### src/rtl/alu_pkg.sv
// Shared decode constants, FSM/op-class enums and small helpers for the
// alu_muldiv execute stage (multi-cycle unit enabled by ALU_MULDIV_EN).
package alu_pkg;

    localparam logic [5:0] OP_RTYPE = 6'h00;
    localparam logic [5:0] OP_ADDI  = 6'h08;
    localparam logic [5:0] OP_ADDIU = 6'h09;
    localparam logic [5:0] OP_SLTI  = 6'h0A;
    localparam logic [5:0] OP_SLTIU = 6'h0B;
    localparam logic [5:0] OP_ANDI  = 6'h0C;
    localparam logic [5:0] OP_ORI   = 6'h0D;
    localparam logic [5:0] OP_XORI  = 6'h0E;
    localparam logic [5:0] OP_LUI   = 6'h0F;

    localparam logic [5:0] FN_SLL   = 6'h00;
    localparam logic [5:0] FN_SRL   = 6'h02;
    localparam logic [5:0] FN_SRA   = 6'h03;
    localparam logic [5:0] FN_MFHI  = 6'h10;
    localparam logic [5:0] FN_MTHI  = 6'h11;
    localparam logic [5:0] FN_MFLO  = 6'h12;
    localparam logic [5:0] FN_MTLO  = 6'h13;
    localparam logic [5:0] FN_MULT  = 6'h18;
    localparam logic [5:0] FN_MULTU = 6'h19;
    localparam logic [5:0] FN_DIV   = 6'h1A;
    localparam logic [5:0] FN_DIVU  = 6'h1B;
    localparam logic [5:0] FN_ADD   = 6'h20;
    localparam logic [5:0] FN_ADDU  = 6'h21;
    localparam logic [5:0] FN_SUB   = 6'h22;
    localparam logic [5:0] FN_SUBU  = 6'h23;
    localparam logic [5:0] FN_AND   = 6'h24;
    localparam logic [5:0] FN_OR    = 6'h25;
    localparam logic [5:0] FN_XOR   = 6'h26;
    localparam logic [5:0] FN_NOR   = 6'h27;
    localparam logic [5:0] FN_SLT   = 6'h2A;
    localparam logic [5:0] FN_SLTU  = 6'h2B;

    typedef enum logic [1:0] {
        IDLE = 2'd0,
        ITER = 2'd1,
        FIX  = 2'd2
    } md_state_e;

    typedef enum logic [2:0] {
        ARITH   = 3'd0,
        LOGIC   = 3'd1,
        SHIFT   = 3'd2,
        HILO    = 3'd3,
        MULDIV  = 3'd4,
        ILLEGAL = 3'd5
    } op_class_e;

    // Two's-complement overflow of r = a + b, judged from the sign bits only.
    function automatic logic add_ovf(input logic a_msb, input logic b_msb, input logic r_msb);
        return (a_msb == b_msb) && (r_msb != a_msb);
    endfunction

endpackage

### src/rtl/muldiv_iter.sv
// Iterative multiply/divide engine: radix-2 shift-add multiply and restoring
// divide on operand magnitudes, followed by a one-cycle sign fixup.
`ifdef ALU_MULDIV_EN
module muldiv_iter
    import alu_pkg::*;
#(
    parameter int WORD_SIZE = 32
) (
    input  logic                 clk,
    input  logic                 rst,
    input  logic                 start,
    input  logic                 is_signed,
    input  logic                 is_div,
    input  logic [WORD_SIZE-1:0] op_a,
    input  logic [WORD_SIZE-1:0] op_b,
    output logic                 idle,
    output logic                 done,
    output logic [WORD_SIZE-1:0] hi,
    output logic [WORD_SIZE-1:0] lo
);

    localparam int CW = $clog2(WORD_SIZE);
    localparam logic [CW-1:0] LAST_CNT = CW'(WORD_SIZE - 1);

    md_state_e              state_r;
    md_state_e              state_s;
    logic [CW-1:0]          cnt_r;
    logic [WORD_SIZE-1:0]   acc_r;
    logic [WORD_SIZE-1:0]   low_r;
    logic [WORD_SIZE-1:0]   mcand_r;
    logic                   div_r;
    logic                   neg_q_r;
    logic                   neg_rem_r;
    logic                   dz_r;
    logic [WORD_SIZE-1:0]   acc_step_s;
    logic [WORD_SIZE-1:0]   low_step_s;
    logic [WORD_SIZE:0]     mul_sum_s;
    logic [WORD_SIZE:0]     div_shift_s;
    logic [2*WORD_SIZE-1:0] prod_s;
    logic [WORD_SIZE-1:0]   quo_s;
    logic [WORD_SIZE-1:0]   rem_s;

    function automatic logic [WORD_SIZE-1:0] magnitude(input logic [WORD_SIZE-1:0] v,
                                                       input logic sgn);
        return (sgn && v[WORD_SIZE-1]) ? -v : v;
    endfunction

    // Next-state logic for the IDLE -> ITER -> FIX sequencer.
    always_comb begin
        state_s = state_r;
        case (state_r)
            IDLE:    state_s = start ? ITER : IDLE;
            ITER:    state_s = (cnt_r == LAST_CNT) ? FIX : ITER;
            FIX:     state_s = IDLE;
            default: state_s = IDLE;
        endcase
    end

    // One radix-2 step: {acc,low} acts as product register or remainder/quotient pair.
    always_comb begin
        mul_sum_s   = {1'b0, acc_r} + (low_r[0] ? {1'b0, mcand_r} : {(WORD_SIZE+1){1'b0}});
        div_shift_s = {acc_r, low_r[WORD_SIZE-1]};
        acc_step_s  = acc_r;
        low_step_s  = low_r;
        if (div_r) begin
            if (div_shift_s >= {1'b0, mcand_r}) begin
                acc_step_s = div_shift_s[WORD_SIZE-1:0] - mcand_r;
                low_step_s = {low_r[WORD_SIZE-2:0], 1'b1};
            end else begin
                acc_step_s = div_shift_s[WORD_SIZE-1:0];
                low_step_s = {low_r[WORD_SIZE-2:0], 1'b0};
            end
        end else begin
            acc_step_s = mul_sum_s[WORD_SIZE:1];
            low_step_s = {mul_sum_s[0], low_r[WORD_SIZE-1:1]};
        end
    end

    // Sign fixup; a zero divisor still leaves the dividend as remainder.
    always_comb begin
        prod_s = {acc_r, low_r};
        quo_s  = low_r;
        rem_s  = acc_r;
        if (neg_q_r) begin
            prod_s = -prod_s;
            quo_s  = -low_r;
        end else begin
            prod_s = {acc_r, low_r};
            quo_s  = low_r;
        end
        if (neg_rem_r) begin
            rem_s = -acc_r;
        end else begin
            rem_s = acc_r;
        end
        if (dz_r) begin
            quo_s = {WORD_SIZE{1'b1}};
        end else begin
            quo_s = quo_s;
        end
    end

    assign idle = (state_r == IDLE);
    assign done = (state_r == FIX);
    assign hi   = div_r ? rem_s : prod_s[2*WORD_SIZE-1:WORD_SIZE];
    assign lo   = div_r ? quo_s : prod_s[WORD_SIZE-1:0];

    // Sequencer state, iteration counter and datapath registers.
    always_ff @(posedge clk) begin
        if (rst) begin
            state_r   <= IDLE;
            cnt_r     <= {CW{1'b0}};
            acc_r     <= {WORD_SIZE{1'b0}};
            low_r     <= {WORD_SIZE{1'b0}};
            mcand_r   <= {WORD_SIZE{1'b0}};
            div_r     <= 1'b0;
            neg_q_r   <= 1'b0;
            neg_rem_r <= 1'b0;
            dz_r      <= 1'b0;
        end else begin
            state_r <= state_s;
            case (state_r)
                IDLE: begin
                    if (start) begin
                        cnt_r     <= {CW{1'b0}};
                        acc_r     <= {WORD_SIZE{1'b0}};
                        low_r     <= magnitude(op_a, is_signed);
                        mcand_r   <= magnitude(op_b, is_signed);
                        div_r     <= is_div;
                        neg_q_r   <= is_signed && (op_a[WORD_SIZE-1] ^ op_b[WORD_SIZE-1]);
                        neg_rem_r <= is_signed && op_a[WORD_SIZE-1];
                        dz_r      <= (op_b == {WORD_SIZE{1'b0}});
                    end
                end
                ITER: begin
                    acc_r <= acc_step_s;
                    low_r <= low_step_s;
                    cnt_r <= cnt_r + CW'(1'b1);
                end
                default: begin
                    cnt_r <= cnt_r;
                end
            endcase
        end
    end

endmodule
`endif

### src/rtl/alu_muldiv.sv
// MIPS execute-stage ALU: single-cycle ops with one registered cycle of latency,
// plus an iterative MULT/DIV unit with HI/LO when ALU_MULDIV_EN is defined.
module alu_muldiv
    import alu_pkg::*;
#(
    parameter int WORD_SIZE = 32
) (
    input  logic                 clk,
    input  logic                 rst,
    input  logic                 in_valid,
    output logic                 in_ready,
    input  logic [5:0]           opcode,
    input  logic [5:0]           funct,
    input  logic [4:0]           shamt,
    input  logic [WORD_SIZE-1:0] src_a,
    input  logic [WORD_SIZE-1:0] src_b,
    input  logic [15:0]          imm,
    output logic                 out_valid,
    output logic [WORD_SIZE-1:0] result,
    output logic                 ovf,
    output logic                 illegal,
    output logic [WORD_SIZE-1:0] hi,
    output logic [WORD_SIZE-1:0] lo
);

    localparam int MSB    = WORD_SIZE - 1;
    localparam int LUI_SH = (WORD_SIZE >= 16) ? (WORD_SIZE - 16) : 0;

    op_class_e            cls_s;
    logic [WORD_SIZE-1:0] res_s;
    logic                 ovf_s;
    logic                 accept_s;
    logic [31:0]          sh_amt_s;
    logic [WORD_SIZE-1:0] sum_s;
    logic [WORD_SIZE-1:0] diff_s;
    logic [WORD_SIZE-1:0] imm_sext_s;
    logic [WORD_SIZE-1:0] imm_zext_s;
    logic [WORD_SIZE-1:0] addi_s;
    logic                 out_valid_r;
    logic [WORD_SIZE-1:0] result_r;
    logic                 ovf_r;
    logic                 illegal_r;

`ifdef ALU_MULDIV_EN
    logic [WORD_SIZE-1:0] hi_r;
    logic [WORD_SIZE-1:0] lo_r;
    logic [WORD_SIZE-1:0] md_hi_s;
    logic [WORD_SIZE-1:0] md_lo_s;
    logic                 md_start_s;
    logic                 md_idle_s;
    logic                 md_done_s;
    logic                 md_signed_s;
    logic                 md_div_s;
    logic                 hi_wr_s;
    logic                 lo_wr_s;
`endif

    assign accept_s   = in_valid && in_ready;
    assign sh_amt_s   = 32'(shamt) % 32'(WORD_SIZE);
    assign sum_s      = src_a + src_b;
    assign diff_s     = src_a - src_b;
    assign imm_sext_s = WORD_SIZE'($signed(imm));
    assign imm_zext_s = WORD_SIZE'(imm);
    assign addi_s     = src_a + imm_sext_s;

    // Decode and single-cycle datapath; illegal encodings leave result at zero.
    always_comb begin
        cls_s = ILLEGAL;
        res_s = {WORD_SIZE{1'b0}};
        ovf_s = 1'b0;
`ifdef ALU_MULDIV_EN
        md_signed_s = 1'b0;
        md_div_s    = 1'b0;
        hi_wr_s     = 1'b0;
        lo_wr_s     = 1'b0;
`endif
        case (opcode)
            OP_RTYPE: begin
                case (funct)
                    FN_SLL:  begin cls_s = SHIFT; res_s = src_b << sh_amt_s; end
                    FN_SRL:  begin cls_s = SHIFT; res_s = src_b >> sh_amt_s; end
                    FN_SRA:  begin cls_s = SHIFT; res_s = WORD_SIZE'($signed(src_b) >>> sh_amt_s); end
`ifdef ALU_MULDIV_EN
                    FN_MFHI:  begin cls_s = HILO; res_s = hi_r; end
                    FN_MTHI:  begin cls_s = HILO; hi_wr_s = 1'b1; end
                    FN_MFLO:  begin cls_s = HILO; res_s = lo_r; end
                    FN_MTLO:  begin cls_s = HILO; lo_wr_s = 1'b1; end
                    FN_MULT:  begin cls_s = MULDIV; md_signed_s = 1'b1; end
                    FN_MULTU: begin cls_s = MULDIV; end
                    FN_DIV:   begin cls_s = MULDIV; md_signed_s = 1'b1; md_div_s = 1'b1; end
                    FN_DIVU:  begin cls_s = MULDIV; md_div_s = 1'b1; end
`endif
                    FN_ADD:  begin
                        cls_s = ARITH;
                        res_s = sum_s;
                        ovf_s = add_ovf(src_a[MSB], src_b[MSB], sum_s[MSB]);
                    end
                    FN_ADDU: begin cls_s = ARITH; res_s = sum_s; end
                    FN_SUB:  begin
                        cls_s = ARITH;
                        res_s = diff_s;
                        ovf_s = add_ovf(src_a[MSB], ~src_b[MSB], diff_s[MSB]);
                    end
                    FN_SUBU: begin cls_s = ARITH; res_s = diff_s; end
                    FN_AND:  begin cls_s = LOGIC; res_s = src_a & src_b; end
                    FN_OR:   begin cls_s = LOGIC; res_s = src_a | src_b; end
                    FN_XOR:  begin cls_s = LOGIC; res_s = src_a ^ src_b; end
                    FN_NOR:  begin cls_s = LOGIC; res_s = ~(src_a | src_b); end
                    FN_SLT:  begin cls_s = ARITH; res_s = WORD_SIZE'($signed(src_a) < $signed(src_b)); end
                    FN_SLTU: begin cls_s = ARITH; res_s = WORD_SIZE'(src_a < src_b); end
                    default: begin cls_s = ILLEGAL; res_s = {WORD_SIZE{1'b0}}; end
                endcase
            end
            OP_ADDI: begin
                cls_s = ARITH;
                res_s = addi_s;
                ovf_s = add_ovf(src_a[MSB], imm_sext_s[MSB], addi_s[MSB]);
            end
            OP_ADDIU: begin cls_s = ARITH; res_s = addi_s; end
            OP_SLTI:  begin cls_s = ARITH; res_s = WORD_SIZE'($signed(src_a) < $signed(imm_sext_s)); end
            OP_SLTIU: begin cls_s = ARITH; res_s = WORD_SIZE'(src_a < imm_sext_s); end
            OP_ANDI:  begin cls_s = LOGIC; res_s = src_a & imm_zext_s; end
            OP_ORI:   begin cls_s = LOGIC; res_s = src_a | imm_zext_s; end
            OP_XORI:  begin cls_s = LOGIC; res_s = src_a ^ imm_zext_s; end
            OP_LUI:   begin cls_s = LOGIC; res_s = imm_zext_s << LUI_SH; end
            default:  begin cls_s = ILLEGAL; res_s = {WORD_SIZE{1'b0}}; end
        endcase
    end

`ifdef ALU_MULDIV_EN
    assign md_start_s = accept_s && (cls_s == MULDIV);
    assign in_ready   = md_idle_s;
    assign hi         = hi_r;
    assign lo         = lo_r;

    muldiv_iter #(
        .WORD_SIZE (WORD_SIZE)
    ) u_muldiv_iter (
        .clk       (clk),
        .rst       (rst),
        .start     (md_start_s),
        .is_signed (md_signed_s),
        .is_div    (md_div_s),
        .op_a      (src_a),
        .op_b      (src_b),
        .idle      (md_idle_s),
        .done      (md_done_s),
        .hi        (md_hi_s),
        .lo        (md_lo_s)
    );

    // Architectural HI/LO: the multi-cycle result wins over MTHI/MTLO.
    always_ff @(posedge clk) begin
        if (rst) begin
            hi_r <= {WORD_SIZE{1'b0}};
            lo_r <= {WORD_SIZE{1'b0}};
        end else if (md_done_s) begin
            hi_r <= md_hi_s;
            lo_r <= md_lo_s;
        end else begin
            if (accept_s && hi_wr_s) begin
                hi_r <= src_a;
            end
            if (accept_s && lo_wr_s) begin
                lo_r <= src_a;
            end
        end
    end
`else
    assign in_ready = 1'b1;
    assign hi       = {WORD_SIZE{1'b0}};
    assign lo       = {WORD_SIZE{1'b0}};
`endif

    // Registered result pulse for single-cycle ops and multi-cycle completion.
    always_ff @(posedge clk) begin
        if (rst) begin
            out_valid_r <= 1'b0;
            result_r    <= {WORD_SIZE{1'b0}};
            ovf_r       <= 1'b0;
            illegal_r   <= 1'b0;
        end else if (accept_s && (cls_s != MULDIV)) begin
            out_valid_r <= 1'b1;
            result_r    <= res_s;
            ovf_r       <= ovf_s;
            illegal_r   <= (cls_s == ILLEGAL);
`ifdef ALU_MULDIV_EN
        end else if (md_done_s) begin
            out_valid_r <= 1'b1;
            result_r    <= {WORD_SIZE{1'b0}};
            ovf_r       <= 1'b0;
            illegal_r   <= 1'b0;
`endif
        end else begin
            out_valid_r <= 1'b0;
            result_r    <= {WORD_SIZE{1'b0}};
            ovf_r       <= 1'b0;
            illegal_r   <= 1'b0;
        end
    end

    assign out_valid = out_valid_r;
    assign result    = result_r;
    assign ovf       = ovf_r;
    assign illegal   = illegal_r;

endmodule

### config.mk
export PLATFORM = sky130hd
export DESIGN_NAME = alu_muldiv
export DESIGN_NICKNAME = d
export VERILOG_FILES = /design/src/rtl/alu_pkg.sv /design/src/rtl/muldiv_iter.sv /design/src/rtl/alu_muldiv.sv
export SDC_FILE = /design/constraint.sdc
export NUM_CORES = 1
export LEC_CHECK = 0
export CAP_MARGIN = 5
export CORE_MARGIN = 4
export CORE_UTILIZATION = 40
export CTS_BUF_LIST = sky130_fd_sc_hd__clkbuf_2 sky130_fd_sc_hd__clkbuf_4 sky130_fd_sc_hd__clkbuf_8
export DETAILED_ROUTE_END_ITERATION = 10
export GPL_TIMING_DRIVEN = 1
export PLACE_DENSITY_LB_ADDON = 0.05
export SYNTH_ARGS = -nofsm -noshare
export SYNTH_HDL_FRONTEND = slang
export SYNTH_SLANG_ARGS = --single-unit
### constraint.sdc
create_clock -name clk -period 5.8 [get_ports clk]
set_input_delay 0.87 -clock clk [delete_from_list [all_inputs] [get_ports clk]]
set_output_delay 0.87 -clock clk [all_outputs]
set_load 0.005 [all_outputs]
* After elaboration in Yosys (flattened, before gate mapping)
Index checks and enable logic that the tools add are counted.
Widths: inputs -> output; s select.
** Storage, ports and cells
- Register bits after elaboration :: 35
- Input port bits :: 100
** Operators by class
- Magnitude comparators :: 4
- Eq/ne operators :: 28
- Bitwise operators :: 9
- Shift operators :: 3
- Reduce and logical (&&, ||, !) cells :: 15
- Muxes and demuxes :: 7
- $add $sub $neg :: 3
** Operators with widths (number)
- $pmux 32 s11 :: 1
- $pmux 32 s8 :: 1
- $lt 32x32->1 :: 3
- $add 32x32->32 :: 2
- $eq 6x6->1 const B :: 10
- $eq 6x4->1 const B :: 8
- $and 32x16->32 :: 1
- $and 32x32->32 :: 1
- $lt 32x16->1 :: 1
- $not 32->32 :: 1
- $or 32x16->32 :: 1
- $or 32x32->32 :: 1
- $shl 32x5->32 :: 1
- $shr 32x5->32 :: 1
- $sshr 32x5->32 :: 1
- $sub 32x32->32 :: 1
- $xor 32x16->32 :: 1
- $xor 32x32->32 :: 1
- $pmux 3 s3 :: 2
- $eq 6x2->1 const B :: 2
- $logic_not 6->1 :: 2
- $reduce_or 4->1 :: 3
- $reduce_or 2->1 :: 4
- $reduce_or 6->1 :: 1
- other kinds (9) :: 18

* Longest topological paths before layout
Gate-level depths: netlist of the first run.
- Depth after elaboration :: 8
- Gate-level depth with buffers :: 14
- Gate-level depth less buffers :: 13

* Least setup slack after synthesis of the first run
OpenSTA, ideal clock, no wires.
- Path type :: input port to flip-flop
- Start :: in imm[15]
- End :: reg ovf_r, in the netlist ovf
- Cell stages on the path :: 13
- Library setup time :: 127 ps
- Setup slack :: 2157 ps
- Path buffers :: 1
- Data arrival time :: 3516 ps
- Cells stage by stage :: inv_1 ha_1 buf_2 o21ba_2 a2111oi_2 o41a_2 o211ai_1 a31oi_2 nor3_1 or3_1 a211o_1 o22ai_1 o41ai_1
** Between the ends
- Longest elaborated chain between the ends :: 4
- Elaborated cells between the ends (all ways) :: 5
- Classes of those cells :: add/sub: 1; eq/ne: 2; mux: 1; reduce/logical: 1
** Ends and longest elaborated chain
- from (decl) :: line alu_muldiv.sv:17 : input logic [15:0] imm,
- $add 32x32->32 :: line alu_muldiv.sv:64 : assign addi_s = src_a + imm_sext_s;
- $ne 1x1->1 :: line alu_pkg.sv:54 : return (a_msb == b_msb) && (r_msb != a_msb);
- $logic_and 1x1->1 (*) :: line alu_pkg.sv:54
- $pmux 1 s2 (*) :: line alu_muldiv.sv:77 : case (opcode)
- to (signal assigned) :: line alu_muldiv.sv:185 : ovf_r <= ovf_s;
- to (decl) :: line alu_muldiv.sv:41 : logic ovf_r;
Mark *: on every way between the ends. The rest lies on a longest branch, timed or not.
A chain may end at the register's enable or synchronous reset.

* Final worst setup path of the first run
- Start :: in src_b[4]
- End :: reg result_r[0], in the netlist result[0]
** Between the ends
- Longest elaborated chain between the ends :: 3
- Elaborated cells between the ends (all ways) :: 7
- Classes of those cells :: order compare: 2; shift: 3; mux: 2
** Ends and longest elaborated chain
- from (decl) :: line alu_muldiv.sv:16 : input logic [WORD_SIZE-1:0] src_b,
- $lt 32x32->1 (tied with other cells) :: line alu_muldiv.sv:110 : FN_SLTU: begin cls_s = ARITH; res_s = WORD_SIZE'(src_a < src_b); end
- $pmux 32 s11 (*) :: line alu_muldiv.sv:79 : case (funct)
- $pmux 32 s8 (*) :: line alu_muldiv.sv:77
- to (signal assigned) :: line alu_muldiv.sv:179 : result_r <= {WORD_SIZE{1'b0}};
- to (signal assigned) :: line alu_muldiv.sv:184 : result_r <= res_s;
- to (signal assigned) :: line alu_muldiv.sv:196 : result_r <= {WORD_SIZE{1'b0}};
- to (decl) :: line alu_muldiv.sv:40 : logic [WORD_SIZE-1:0] result_r;
Marks and branches as above.

==> results.txt, run 1 <==
----------------------------------------------------
[STA]
  Final Hold Vio Count ... 0
  Worst hold margin ... 1.22 ns
  Slew margin rel. ... 31.6%
  Post-route setup TNS ... 0 ns
  Final setup violation count ... 0
  Max Clk Rate ... 206 MHz
  Shortest clock period the worst path allows after layout ... 4.85 ns
  Pins over their slew limit ... 0
  Final worst path period share ... 83.6%
  Transition time at the pin with the least slew margin ... 1.02 ns
  Unrepaired setup endpoints after global routing ... no
  Final WS setup ... 0.950 ns

[Synthesis]
  Total number of yosys warnings ... 0
  Most frequent cells after synthesis ... 197 x sky130_fd_sc_hd__nor2_1, 181 x sky130_fd_sc_hd__ha_1, 164 x sky130_fd_sc_hd__a21oi_1
  Most used DFF post-synth ... sky130_fd_sc_hd__dfxtp_1
  Synthesized area divided by synthesized cell count ... 7.17 µm²
  Distinct cell type count of the synthesized netlist ... 90
  Syn Inst Count ... 1931
  Leading cell type by number of instances after synthesis ... sky130_fd_sc_hd__nor2_1
  Post-synthesis instance area ... 13800 µm²
  Share of synthesized flip-flops with an asynchronous set or reset ... 0%
  Fraction of post-synthesis cell area in the top cell type by area ... 16.4%
  Number of synthesized register bits ... 35
  Count of flip-flops with a built-in enable after synthesis ... 0
  Proportion of synthesized chip area in sequential cells ... 5.06%
  Post-synthesis cell type with the largest combined area ... sky130_fd_sc_hd__ha_1
  Largest cells by area after synthesis ... sky130_fd_sc_hd__ha_1 16%, sky130_fd_sc_hd__mux2i_1 7.7%, sky130_fd_sc_hd__mux4_2 7.0%, sky130_fd_sc_hd__a21oi_1 5.9%, sky130_fd_sc_hd__o21ai_0 5.4%

[Global routing]
  Via count of the first global-routing pass ... 14441
  First-pass GRT wire length ... 94700 µm
  Pin count of the biggest net entering global routing ... 61
  Aggregate global-route resource usage ... 32.7%
  Initial antenna violation count ... 0
  Global-route congestion overflow total ... 0

[Die]
  Core Box Area ... 33900 µm²
  Effective utilization at floorplan ... 40.9%
  Io pins ... 200
  Vert. Die Dim ... 194 µm
  Die X ... 194 µm
  Number of placement rows ... 67
  Total die area ... 37600 µm²

[Clocking]
  CTS Hold Bufs ... 0
  TritonCTS clock tree ... done
  Post-CTS clock slew at the launch and capture registers of the worst setup and hold paths ... 0.09 ns
  # H-tree levels ... 2
  TritonCTS sink count ... 35
  Resize count post-CTS ... 0
  Clock buffers created by TritonCTS ... 5
  Post-CTS setup buffers ... 0
  Clock root cell ... sky130_fd_sc_hd__clkbuf_8
  Number of buffers on the longest clock path ... 2

[Detailed routing]
  Via count of the routed design ... 15559
  Antenna Violating Nets Remaining ... 0
  Drt first pass iters ... 6
  Number of DRC markers in iteration 0 ... 1800
  Wire length after detailed routing ... 65900 µm
  Residual DRC count ... 0
  Routed len/inst ... 27.1 µm
  Via-to-Cell Ratio ... 6.40

[Worst setup path]
  WP data required ... 6.05 ns
  Cell occurring most often along the worst timing path ... sky130_fd_sc_hd__nor2_1
  Library cell contributing the largest single delay on the critical path ... sky130_fd_sc_hd__clkdlybuf4s50_1
  Cell Chain, Critical Path ... clkdlybuf4s50_1 -> inv_1 -> ha_1 -> nor2_1 -> a211oi_1 -> o21ai_2 -> a221oi_4 -> nor3_1 -> nor2_1 -> o31ai_1 -> a311oi_1 -> a2111oi_0 -> buf_2 -> o22ai_1
  Highest fanout seen on the critical path ... 12
  Classification of the worst setup path ... primary input to flop
  Kind of start point of the critical path ... primary input
  Arrival time of data at the critical path endpoint ... 5.10 ns
  Critical path endpoint category ... flop
  CP peak stage delay ... 0.76 ns

[Run]
  Max-cap viol count ... 0

[Final layout]
  Post-layout instance count excluding filler cells ... 2432
  Fraction of final layout cells with drive strength greater than 1 ... 7.66%
  Number of nets in the layout ... 2267
  Final design instance area without fill ... 15400 µm²
  Growth of design area from synthesis to finish ... 11.0%
  Number of diodes added for antenna fixing ... 0
  Core utilization of the finished layout ... 45.4%
  Filler cell count ... 3657

[Place]
  Buffers added on ports ... 134
  Final weighted congestion in routability-driven placement ... 1.02
  Number of placed cells counting well taps ... 2424
  Pre-CTS setup slack ... 0.767 ns
  Area post-placement ... 15300 µm²
  HPWL reported at the end of detailed placement ... 53600 µm

[Hold path]
  Hold Path Sink ... out_valid
  Worst hold stages ... 2
  HP Start ... rst
  Min-delay worst type ... primary input to flop

[Power and ir drop]
  Total power per unit cell area ... 115 nW/µm²
  Static Leakage ... 6.50 nW
  Power Total ... 1.77 mW
  Peak supply drop ... 0.0792 mV

[Status]
  Status ... finished clean

----------------------------------------------------
[registers in the layout, summed over array words and instances, names as in the netlist]
signal	count
illegal	1
result	32
out_valid	1
ovf	1
[worst max-delay path, delay by kind of cell]
family	cells	cell delay [ns]
AO/OA/AOI/OAI	7	1.89
AND/OR/NAND/NOR	3	0.72
adder cells (fa/ha/maj)	1	0.53
buffers and inverters	3	1.09
[how the worst max path moves through the flow]
stage              from   endpoint  slack [ns]  depth (start not counted)
6_report       src_b[4]  result[0]        0.95                         14
3_3_place_gp   src_a[1]  result[0]        0.18                         13
2_1_floorplan   imm[15]        ovf        2.16                         13
3_5_place_dp   src_b[4]  result[0]        0.77                         14
5_1_grt        src_b[4]  result[0]        0.81                         14
4_1_cts        src_b[4]  result[0]        1.11                         14
[routing by layer]
layer	vias to the layer above	global-route usage [%]	share of wire, %
met1	7542	43.5	41
met5	-	0	0
li1	7036	-	-
met3	148	4.78	8.4
met2	833	52.8	46
met4	0	14.3	5.3
[where the power goes]
part	internal (mW)	switching (mW)
logic	0.494	0.829
clock network	0.0940	0.111
registers	0.242	0.000597
[area by class of cell]
class                   count  area, µm²  share of cell area [%]
clock buffers               7       83.8                   0.546
clock inverters             1       5.00                  0.0326
inverters                 140        526                    3.42
multi-input cells        1614      11800                    76.6
flip-flops and latches     35        701                    4.56
well taps                 448        561                    3.65
repair buffers            187       1720                    11.2
[cells by family after synthesis]
kind of cell	Yosys count	share of synthesized area, %
simple gates	503	16.6
mux	160	15.6
other cells	2	0.0543
flops	35	5.06
xor+xnor	48	3.04
fa+ha+maj	184	16.8
buf+inv	345	11.7
compound gates	654	31.2
[cells in the final DEF (no fill, tap or decap), types with 9 or more instances in the layout]
master and n:
sky130_fd_sc_hd__a211oi_1 34, sky130_fd_sc_hd__dfxtp_1 35, sky130_fd_sc_hd__nand4_1 12, sky130_fd_sc_hd__nand3_1 27, sky130_fd_sc_hd__o211ai_1 29, sky130_fd_sc_hd__inv_1 137
sky130_fd_sc_hd__nor3b_1 9, sky130_fd_sc_hd__xnor2_1 39, sky130_fd_sc_hd__o21ai_0 149, sky130_fd_sc_hd__mux2_2 11, sky130_fd_sc_hd__conb_1 65, sky130_fd_sc_hd__o21a_1 12
sky130_fd_sc_hd__nand2b_1 21, sky130_fd_sc_hd__xor2_1 9, sky130_fd_sc_hd__o31ai_1 17, sky130_fd_sc_hd__ha_1 181, sky130_fd_sc_hd__o22ai_1 31, sky130_fd_sc_hd__a221oi_1 14
sky130_fd_sc_hd__a22oi_1 22, sky130_fd_sc_hd__mux2i_1 106, sky130_fd_sc_hd__buf_4 53, sky130_fd_sc_hd__a31oi_1 24, sky130_fd_sc_hd__nand2_1 136, sky130_fd_sc_hd__clkdlybuf4s50_1 127
sky130_fd_sc_hd__nor2_1 197, sky130_fd_sc_hd__a222oi_1 14, sky130_fd_sc_hd__o21bai_1 24, sky130_fd_sc_hd__a211o_1 13, sky130_fd_sc_hd__nor4_1 11, sky130_fd_sc_hd__a21oi_1 164
sky130_fd_sc_hd__mux4_2 43, sky130_fd_sc_hd__nor3_1 34, sky130_fd_sc_hd__nor2b_1 14, sky130_fd_sc_hd__a21o_1 17
No activity file was read; power rests on OpenSTA's default activity.
==> inputs of run 2 (changes only) <==
==> constraint.sdc (replaced) <==
create_clock -name clk -period 4.1 [get_ports clk]
set_input_delay 0.615 -clock clk [delete_from_list [all_inputs] [get_ports clk]]
set_output_delay 0.615 -clock clk [all_outputs]
set_load 0.005 [all_outputs]
==> results.txt, run 2 (same netlist as run 1, synthesis figures left out) <==
----------------------------------------------------
[STA]
  Final worst path period share ... 96.2%
  Unrepaired setup endpoints after global routing ... no
  Shortest clock period the worst path allows after layout ... 3.94 ns
  Worst hold margin ... 1.02 ns (-0.193 ns)
  Pins over their slew limit ... 0 (unchanged)
  Final Hold Vio Count ... 0 (unchanged)
  Max Clk Rate ... 254 MHz
  Final setup violation count ... 0 (unchanged)
  Slew margin rel. ... 48.4% (+17 points)
  Transition time at the pin with the least slew margin ... 0.770 ns (-0.246 ns)

[Worst setup path]
  CP peak stage delay ... 0.51 ns (-0.25 ns)
  Arrival time of data at the critical path endpoint ... 4.17 ns (-0.93 ns)
  Cell Chain, Critical Path ... clkdlybuf4s50_1 -> inv_1 -> ha_1 -> fa_1 -> o21bai_1 -> a211oi_1 -> o21ai_2 -> a221oi_4 -> nor3_1 -> buf_4 -> o2111ai_1 -> o311ai_0 -> mux2i_1 -> o221ai_1 -> a211o_1
  WP data required ... 4.32 ns (-1.73 ns)
  Kind of start point of the critical path ... primary input
  Critical path launch point ... src_a[0]
  Critical path endpoint category ... flop
  Classification of the worst setup path ... primary input to flop
  Library cell contributing the largest single delay on the critical path ... sky130_fd_sc_hd__clkdlybuf4s50_1
  Highest fanout seen on the critical path ... 5 (-7)

[Run]
  Max-cap viol count ... 0 (unchanged)

[Final layout]
  Sequential standard cell area ... 701 µm² (unchanged)
  Growth of design area from synthesis to finish ... 21.5%
  Fraction of final layout cells with drive strength greater than 1 ... 15.7% (+8.0 points)
  Number of nets in the layout ... 2456 (+8.3%)
  Filler cell count ... 3471 (-5.1%)
  Most frequent cells in the layout ... 242 x sky130_fd_sc_hd__buf_4, 197 x sky130_fd_sc_hd__nor2_1, 181 x sky130_fd_sc_hd__ha_1
  Area of the multi-input gates ... 11800 µm² (unchanged)
  Post-layout instance count excluding filler cells ... 2621 (+7.8%)
  Most common library cell in the layout ignoring fill and taps ... sky130_fd_sc_hd__buf_4
  Flip-flop count of the largest register, all copies and words added ... 32 (unchanged)
  Core utilization of the finished layout ... 49.7% (+4.3 points)
  Number of diodes added for antenna fixing ... 0 (unchanged)

[Die]
  Total die area ... 37600 µm² (unchanged)
  Core Box Area ... 33900 µm² (unchanged)
  Number of placement rows ... 67 (unchanged)
  Io pins ... 200 (unchanged)
  Die X ... 194 µm (unchanged)
  Effective utilization at floorplan ... 40.9% (unchanged)
  Vert. Die Dim ... 194 µm (unchanged)

[Global routing]
  Pin count of the biggest net entering global routing ... 113 (+85%)
  Initial antenna violation count ... 2 (+2)
  First-pass GRT wire length ... 98600 µm (+4.1%)
  Global-route congestion overflow total ... 0 (unchanged)
  Via count of the first global-routing pass ... 15050 (+4.2%)
  Aggregate global-route resource usage ... 33.9% (+1.2 points)

[Clocking]
  Resize count post-CTS ... 0 (unchanged)
  CTS Hold Bufs ... 0 (unchanged)
  Clock buffers created by TritonCTS ... 5 (unchanged)
  Post-CTS clock slew at the launch and capture registers of the worst setup and hold paths ... 0.09 ns (about the same)
  TritonCTS sink count ... 35 (unchanged)
  Number of buffers on the longest clock path ... 2 (unchanged)
  # H-tree levels ... 2 (unchanged)
  Post-CTS setup buffers ... 0 (unchanged)
  Clock root cell ... sky130_fd_sc_hd__clkbuf_8
  TritonCTS clock tree ... done

[Status]
  Status ... finished clean

[Power and ir drop]
  Static Leakage ... 7.44 nW (+14%)
  Internal power consumption ... 1.38 mW (+66%)
  Switching Fraction ... 50.0% (-3.1 points)
  Net Switching ... 1.38 mW (+47%)
  Clock network fraction of total power ... 13.4% (+1.8 points)
  Sequential Power Share ... 12.4% (-1.3 points)
  Proportion of power drawn by combinational gates ... 74.2% (-0.5 points)
  Total power per unit cell area ... 164 nW/µm² (+42%)
  Peak supply drop ... 0.114 mV (+44%)

[Detailed routing]
  Routed len/inst ... 25.8 µm (-4.8%)
  Drt first pass iters ... 6 (unchanged)
  Wire length after detailed routing ... 67600 µm (+2.6%)
  Antenna Violating Nets Remaining ... 0 (unchanged)
  Residual DRC count ... 0 (unchanged)
  Number of DRC markers in iteration 0 ... 1821 (+1.2%)
  Via count of the routed design ... 16114 (+3.6%)
  Via-to-Cell Ratio ... 6.15 (-3.9%)

[Place]
  HPWL reported at the end of detailed placement ... 56000 µm (+4.3%)
  Final weighted congestion in routability-driven placement ... 1.04 (+1.9%)
  Number of placed cells counting well taps ... 2613 (+7.8%)
  Buffers added on ports ... 134 (unchanged)

[Hold path]
  Min-delay worst type ... primary input to flop
  Hold Path Sink ... out_valid
  Worst hold stages ... 3 (+1)
  HP Start ... rst

----------------------------------------------------
==> run 2: cell types whose count changed in the layout (fill, tap and decap cells not counted), sizes merged <==
cell	change
buf	+189
bufinv	+1
clkbuf	-1
==> run 2: metrics by stage <==
step / TNS (ns) / setup WS (ns) / power [mW] / area, µm²
final: 0 / 0.157 / 2.76 / 16800
after global routing: 0 / 0.0126 / 2.92 / 16800
after CTS: 0 / 0.228 / 2.72 / 16800
after detailed placement: -0.263 / -0.0886 / 2.34 / 16700
after global placement: -0.355 / -0.152 / 2.34 / 16700
after floorplan: 0 / 0.712 / 1.58 / 14100
==> run 2: layer usage <==
layer  GRT usage [%]  vias up  share of wire, %
li1                -     7427                 -
met5               0        -             0.019
met2            53.8      844                45
met1            46.1     7700                42
met4            13.8        2               5.0
met3            5.14      141               8.1
==> run 2: worst max path at each step <==
stage / to / slack, ns / depth (start not counted)
6_report: result[26] / 0.16 / 15
5_1_grt: result[26] / 0.01 / 15
4_1_cts: result[26] / 0.23 / 15
3_5_place_dp: result[26] / -0.09 / 15
3_3_place_gp: result[8] / -0.15 / 14
2_1_floorplan: ovf / 0.71 / 13
==> run 2: power by group through the flow <==
| stage | clock network (mW) | registers (mW) | logic [mW] |
|---|---|---|---|
| floorplan | 0 | 0.351 | 1.23 |
| global placement | 0 | 0.351 | 1.99 |
| detailed placement | 0 | 0.350 | 1.99 |
| CTS | 0.374 | 0.343 | 2.00 |
| global route | 0.386 | 0.343 | 2.19 |
| finish | 0.370 | 0.343 | 2.05 |
==> run 2: final cells by class <==
class                   count  area share [%]
clock buffers               6           0.491
flip-flops and latches     35            4.16
well taps                 448            3.33
repair buffers            376            18.7
multi-input cells        1614            69.9
clock inverters             2           0.208
inverters                 140            3.12
==> run 2: critical path, delay by kind of cell <==
family          cells  cell delay [ns]
compound gates      8             1.44
buf+inv             3             0.81
fa+ha+maj           2             0.63
simple gates        1             0.42
mux                 1             0.24
